==> src/rtl/irig_single_clk_fsm.sv <==
// IRIG edge-to-pulse front end: synchronizes irig_d0 and emits a one-clock pulse
// per rising edge through a three-state Moore FSM.
module irig_single_clk_fsm #(
  parameter int SYNC_STAGES = 2
) (
  input  logic       clk,
  input  logic       rst,
  input  logic       irig_d0,
  output logic       irig_d0_out,
  output logic [1:0] state_vec
);

  typedef enum logic [1:0] {
    IDLE     = 2'b00,
    PULSE    = 2'b01,
    WAIT_LOW = 2'b10,
    ILLEGAL  = 2'b11
  } state_t;

  state_t                 state;
  state_t                 next_state;
  logic [SYNC_STAGES-1:0] sync_q;
  logic                   sync_in;

  // Clearing the synchronizer on reset makes a line already high at release look like a fresh edge.
  always_ff @(posedge clk or posedge rst) begin
    if (rst) begin
      sync_q <= '0;
    end else begin
      sync_q <= {sync_q[SYNC_STAGES-2:0], irig_d0};
    end
  end

  assign sync_in = sync_q[SYNC_STAGES-1];

  always_ff @(posedge clk or posedge rst) begin
    if (rst) begin
      state <= IDLE;
    end else begin
      state <= next_state;
    end
  end

  always_comb begin
    next_state = IDLE;
    case (state)
      IDLE:     next_state = sync_in ? PULSE : IDLE;
      PULSE:    next_state = sync_in ? WAIT_LOW : IDLE;
      WAIT_LOW: next_state = sync_in ? WAIT_LOW : IDLE;
      default:  next_state = IDLE;
    endcase
  end

  // Outputs decode only the state register, so the pulse cannot glitch.
  assign irig_d0_out = (state == PULSE);
  assign state_vec   = state;

endmodule

==> config.mk <==
export PLATFORM = sky130hd
export DESIGN_NAME = irig_single_clk_fsm
export DESIGN_NICKNAME = d
export VERILOG_FILES = /design/src/rtl/irig_single_clk_fsm.sv
export SDC_FILE = /design/constraint.sdc
export NUM_CORES = 1
export LEC_CHECK = 0
export CAP_MARGIN = 40
export CORE_AREA = 2 2 39 41
export DETAILED_ROUTE_END_ITERATION = 7
export DIE_AREA = 0 0 41 43
export PLACE_DENSITY_LB_ADDON = 0.08
export SLEW_MARGIN = 0
export SYNTH_ARGS = -nofsm -noshare
export SYNTH_HDL_FRONTEND = slang
export SYNTH_SLANG_ARGS = --single-unit
==> constraint.sdc <==
create_clock -name clk -period 1 [get_ports clk]
set_clock_uncertainty 0.2 [all_clocks]
set_input_delay 0.25 -clock clk [delete_from_list [all_inputs] [get_ports clk]]
set_output_delay 0.25 -clock clk [all_outputs]
set_load 0.1 [all_outputs]
==> flow_summary.yaml, run 1 <==
cells_and_area:
  area_growth_pct: 119
  antenna_cells: 0
  postLayoutCoreUtil_pct: 25.9
  finalInstanceArea_um2: 359
  final_cell_mix: "clkbuf_4 (3), buf_4 (3), buf_12 (3)"
  nets: 32
  drive_above_1_share_pct: 64.0
placed_design:
  place_hpwl_um: 229
  post-place-ws_ps: -293
  place_area_um2: 302
  portBuffers: 5
  gp_congestion: 0.550
floorplanning:
  ioPinCount: 6
  core_area_um2: 1380
  dieArea_um2: 1760
  die_h_um: 43
  core.rowCount: 14
  die_w_um: 41
  start_util_pct: 11.8
routing:
  final_antenna_net_count: 0
  post-route-drc-count: 0
  routedWlPerCell_um: 7.39
  wl_um: 303
  viasPerCell: 2.78
  vias: 114
  dr.first_iter.drc_count: 0
  dr.pass1.iters: 1
clocking:
  clk_latency_ps: 240
  cts_max_path_buffers: 2
  root_buffer: "clkbuf_4"
  clkTransAtPathRegs_ps: 50
  cts_buffers: 3
  cts_sinks: 4
  htreeDepth: 1
  tritoncts: "yes"
setup_path:
  crit_path_max_incr_delay_ps: 490
  crit_chain: "inv_4, ha_4, buf_12"
  regToRegSetupSlack_ps: -380
  cp-startpoint: "state_vec[1]"
  slowest_stage: "dfrtp_4"
  worst_setup_path_start_kind: "flip-flop"
  worstReg2RegStart: "state_vec[1]"
  worstSetupPathType: "flip-flop to output pin"
  worst_ep_required_time_ps: 550
  critPathMaxFanout: 3
  cp_data_arrival_time_ps: 1090
  cp-end-kind: "output pin"
synthesis:
  syn_nets: 18
  ys_warn_count: 0
  ys_seq_area_share_pct: 61.1
  synthTopCellsByArea: "dfrtp_1 (61%), ha_1 (23%), inv_1 (6.9%), and3b_1 (5.3%), and2_1 (3.8%)"
  synthCells: 12
  yosys.area.top_type_share_pct: 61.1
  synth_top_area_cell: "dfrtp_1"
  syn-cell-area_um2: 164
  synth_cell_types: 5
  synth-seq-cells: 4
  syn_area_per_cell_um2: 13.7
min_path:
  hold_class: "input pin to asynchronous set/reset pin"
global_route:
  grt.total_usage_pct: 5.34
  grtUsageMet3_pct: 1.57
  grt_pass1_vias: 134
  antenna_found_initial: 0
  grt_use_met2_pct: 5.00
  grt-ovfl-total: 0
  grt_first_pass_wirelength_um: 524
  grt_max_degree: 5
  grt_use_met1_pct: 6.19
  busiest_layer: "met4"
timing:
  min_period_over_period_pct: 154
  setup_viol: 5
  min_period_ps: 1540
  relSlewSlack_pct: 89.6
  setup_slack_ps: -544
  finalHoldViolCount: 2
  fin_tns_setup_ps: -2240
  clock.fmax_mhz: 647
  rsz0062_at_grt: "yes"
  finalHoldWorstSlack_ps: -9.99
  drv_slew: 0
  worst_pin_slew_ps: 155
power_and_ir_drop:
  power.leakage_uw: 0.000160
  power.density_nw_per_um2: 3180
  ir_drop_mv: 0.796
  total_power_uw: 1140
run_status:
  violations: "negative hold slack, negative setup slack"
  status: "finished, violations left"
run:
  drv_cap: 0
-- routing by layer --
layer | vias to the layer above | share of wire [%] | routed length, um
met5 | - | 0 | 0
met4 | 0 | 0 | 0
li1 | 60 | - | -
met2 | 5 | 52 | 159
met1 | 49 | 41 | 125
met3 | 0 | 5.6 | 17
-- synthesized netlist by cell type (all sizes together) --
cell / count
dfrtp: 4
ha: 3
inv: 3
and2: 1
and3b: 1
-- power breakdown --
group          switching [uW]  leakage, uW  internal [uW]
Clock                    76.5    0.0000150            150
Sequential               40.4    0.0000463            208
Combinational             388    0.0000984            278
-- through the flow --
step	hold WS (ps)	instances
after CTS	-10.2	40
after floorplan	-184	12
after global placement	133	35
after detailed placement	136	35
final	-9.99	41
after global routing	14.2	41
-- registers in the layout (all words and copies together), names as in the netlist --
signal	cells
sync_q	2
state_vec	2
-- cell families after synthesis --
group | share of synthesized area, %
flops | 61.1
buf+inv | 6.87
fa+ha+maj | 22.9
simple gates | 9.16
-- what timing repair did --
item                                   in CTS  in global routing
endpoints found under the hold margin       2                  0
setup endpoints to repair                   5                  5
gates resized for setup                     1                  1
setup buffers                               1                  1
pin swaps                                   2                  0
-- final timing paths --
path | endpoint | cells past startpoint
max | irig_d0_out | 3
min | state_vec[0] | 2
max reg2reg | state_vec[1] | 5
min reg2reg | sync_q[1] | 0
max in group asynchronous | state_vec[1] | 2
min in group clk | sync_q[1] | 0
-- worst max-delay path, delay by kind of cell (launching register included) --
family | cells | cell delay, ps
adders and majority gates | 1 | 130
buffers and inverters | 2 | 230
DFF | 1 | 490
-- layout make-up --
cell class / instances / area [um^2]
fillers: 147 / 1020
repair buffers: 9 / 114
flip-flops and latches: 4 / 108
multi-input cells: 5 / 77.6
clock buffers: 4 / 26.3
well taps: 16 / 20.0
inverters: 3 / 13.8
Note: power is estimated with default switching activity, not from simulation.
==> run 2: changes to the inputs <==
DONT_BUFFER_PORTS = 1   (was not set)
==> run 2 against run 1 <==
Against the previous run:
- the flow finishes with violations (negative setup slack)
- count of clock-buffer cells in the layout stayed put
- sequential share of layout area is 0.21 points higher
- fmax is 1.6% higher
- cell count is 2.4% higher
- sequential power is 4% lower
- clock power is 5% lower
- via count is 12% higher
- cell area is 0.70% lower
- flip-flop and latch count stayed put
- non-clock buffer count is 1 higher
- die area stayed put
- utilization is 0.18 points lower
- largest cell class unchanged
- largest power group unchanged
==> flow_summary.yaml, run 2 (same netlist as run 1, synthesis figures left out) <==
run_status:
  status: "finished, violations left"
  violations: "negative setup slack"
power_and_ir_drop:
  power.density_nw_per_um2: 3160
  power.leakage_uw: 0.000162
  ir_drop_mv: 0.739
clocking:
  cts_max_path_buffers: 2
  root_buffer: "clkbuf_4"
  clk_latency_ps: 230
  htreeDepth: 1
  cts_sinks: 4
  clkTransAtPathRegs_ps: 40
  cts_buffers: 3
  tritoncts: "yes"
min_path:
  hold_class: "input pin to asynchronous set/reset pin"
timing:
  finalHoldViolCount: 0
  drv_slew: 0
  clock.fmax_mhz: 658
  relSlewSlack_pct: 89.7
  rsz0062_at_grt: "yes"
  fin_tns_setup_ps: -2270
  setup_viol: 5
  setup_slack_ps: -521
  min_period_over_period_pct: 152
  worst_pin_slew_ps: 154
  min_period_ps: 1520
cells_and_area:
  final_cell_mix: "buf_4 (4), clkbuf_4 (3), buf_12 (3)"
  finalNonFillerCells: 42
  antenna_cells: 0
  area_growth_pct: 118
  nets: 33
  final_common_cell: "buf_4"
  drive_above_1_share_pct: 65.4
  finalInstanceArea_um2: 357
routing:
  routedWlPerCell_um: 7.07
  wl_um: 297
  viasPerCell: 3.05
  vias: 128
  dr.first_iter.drc_count: 0
  final_antenna_net_count: 0
  post-route-drc-count: 0
  dr.pass1.iters: 1
setup_path:
  regToRegSetupSlack_ps: -420
  cp_num_buf_inv: 2
  r2r_end: "state_vec[1]"
  slowest_stage: "dfrtp_4"
  worst_setup_path_start_kind: "flip-flop"
  cp-end-kind: "output pin"
  worst_ep_required_time_ps: 550
  crit_chain: "inv_4, ha_4, buf_12"
  cp_data_arrival_time_ps: 1070
  critPathMaxFanout: 2
  worstReg2RegStart: "state_vec[0]"
  crit_path_max_incr_delay_ps: 480
  r2r_cells: 5
  critPathTopFamily: "flip-flops"
  worstSetupPathType: "flip-flop to output pin"
placed_design:
  gp_congestion: 0.688
  post-place-cells: 31
  portBuffers: 0
  post-place-ws_ps: -290
  place_area_um2: 241
floorplanning:
  die_h_um: 43
  core_area_um2: 1380
  ioPinCount: 6
  start_util_pct: 11.8
  die_w_um: 41
  dieArea_um2: 1760
  core.rowCount: 14
global_route:
  grt_use_met1_pct: 3.59
  grt_pass1_vias: 136
  busiest_layer: "met2"
  grt-ovfl-total: 0
  grt_max_degree: 5
  grt_use_met2_pct: 7.50
  antenna_found_initial: 0
  grt_first_pass_wirelength_um: 517
  grt.total_usage_pct: 5.05
  grtUsageMet3_pct: 3.14
run:
  drv_cap: 0
==> run 2: cell count changes in the layout (fill, tap and decap cells not counted) <==
cell | previous run | this run
dlygate4sd3_1 | 0 | 2
clkdlybuf4s50_1 | 2 | 0
ha_2 | 0 | 1
buf_4 | 3 | 4
ha_4 | 2 | 1
==> run 2: power breakdown <==
group / total, uW / leakage (uW) / switching, uW / internal, uW
Clock: 216 / 0.0000150 / 66.7 / 150
Combinational: 670 / 0.000101 / 389 / 281
Sequential: 239 / 0.0000463 / 31.3 / 208
==> run 2: per-layer routing <==
| layer | vias up | part of all wire (%) |
|---|---|---|
| met3 | 0 | 8.8 |
| met2 | 5 | 57 |
| li1 | 63 | - |
| met4 | 0 | 0 |
| met5 | - | 0 |
| met1 | 60 | 34 |
==> run 2: through the flow <==
| step | util [%] | hold slack, ps | power [uW] |
|---|---|---|---|
| 3_3_place_gp | 17.5 | -160 | 736 |
| 5_1_grt | 25.8 | 142 | 1190 |
| 4_1_cts | 24.8 | 129 | 1120 |
| 2_1_floorplan | - | -184 | 630 |
| 6_report | 25.8 | 131 | 1130 |
| 3_5_place_dp | 17.5 | -167 | 736 |
==> run 2: worst max-delay path by stage <==
| stage | slack, ps | from | endpoint | depth (start not counted) |
|---|---|---|---|---|
| after floorplan | -480 | state_vec[1] | irig_d0_out | 2 |
| after CTS | -540 | state_vec[1] | irig_d0_out | 3 |
| after detailed placement | -290 | state_vec[1] | irig_d0_out | 3 |
| final | -520 | state_vec[1] | irig_d0_out | 3 |
| after global routing | -550 | state_vec[1] | irig_d0_out | 3 |
| after global placement | -290 | state_vec[1] | irig_d0_out | 3 |
==> run 2: layout make-up <==
type	count	area (um^2)
clock buffers	4	26.3
well taps	16	20.0
inverters	3	13.8
fillers	149	1030
flip-flops and latches	4	108
repair buffers	10	121
multi-input cells	5	67.6
==> run 2: worst register-to-register path, cell delays in order, from the launching register on <==
cell and delay [ps]:
dfrtp_4 490, buf_4 140, buf_6 110, inv_2 30, ha_1 200, and2_1 130
==> run 2: what timing repair did <==
action,4_1_cts,5_1_grt
resized for setup,6,2
pin swaps,0,0
setup buffers,4,1
endpoints found under the setup margin,5,5
hold buffers,2,0
endpoints found under the hold margin,5,0
==> run 3: changes to the inputs <==
HOLD_SLACK_MARGIN = 0.15   (was not set)
==> results of run 3 <==
Final layout, timing and power as in run 2 (identical DEF).
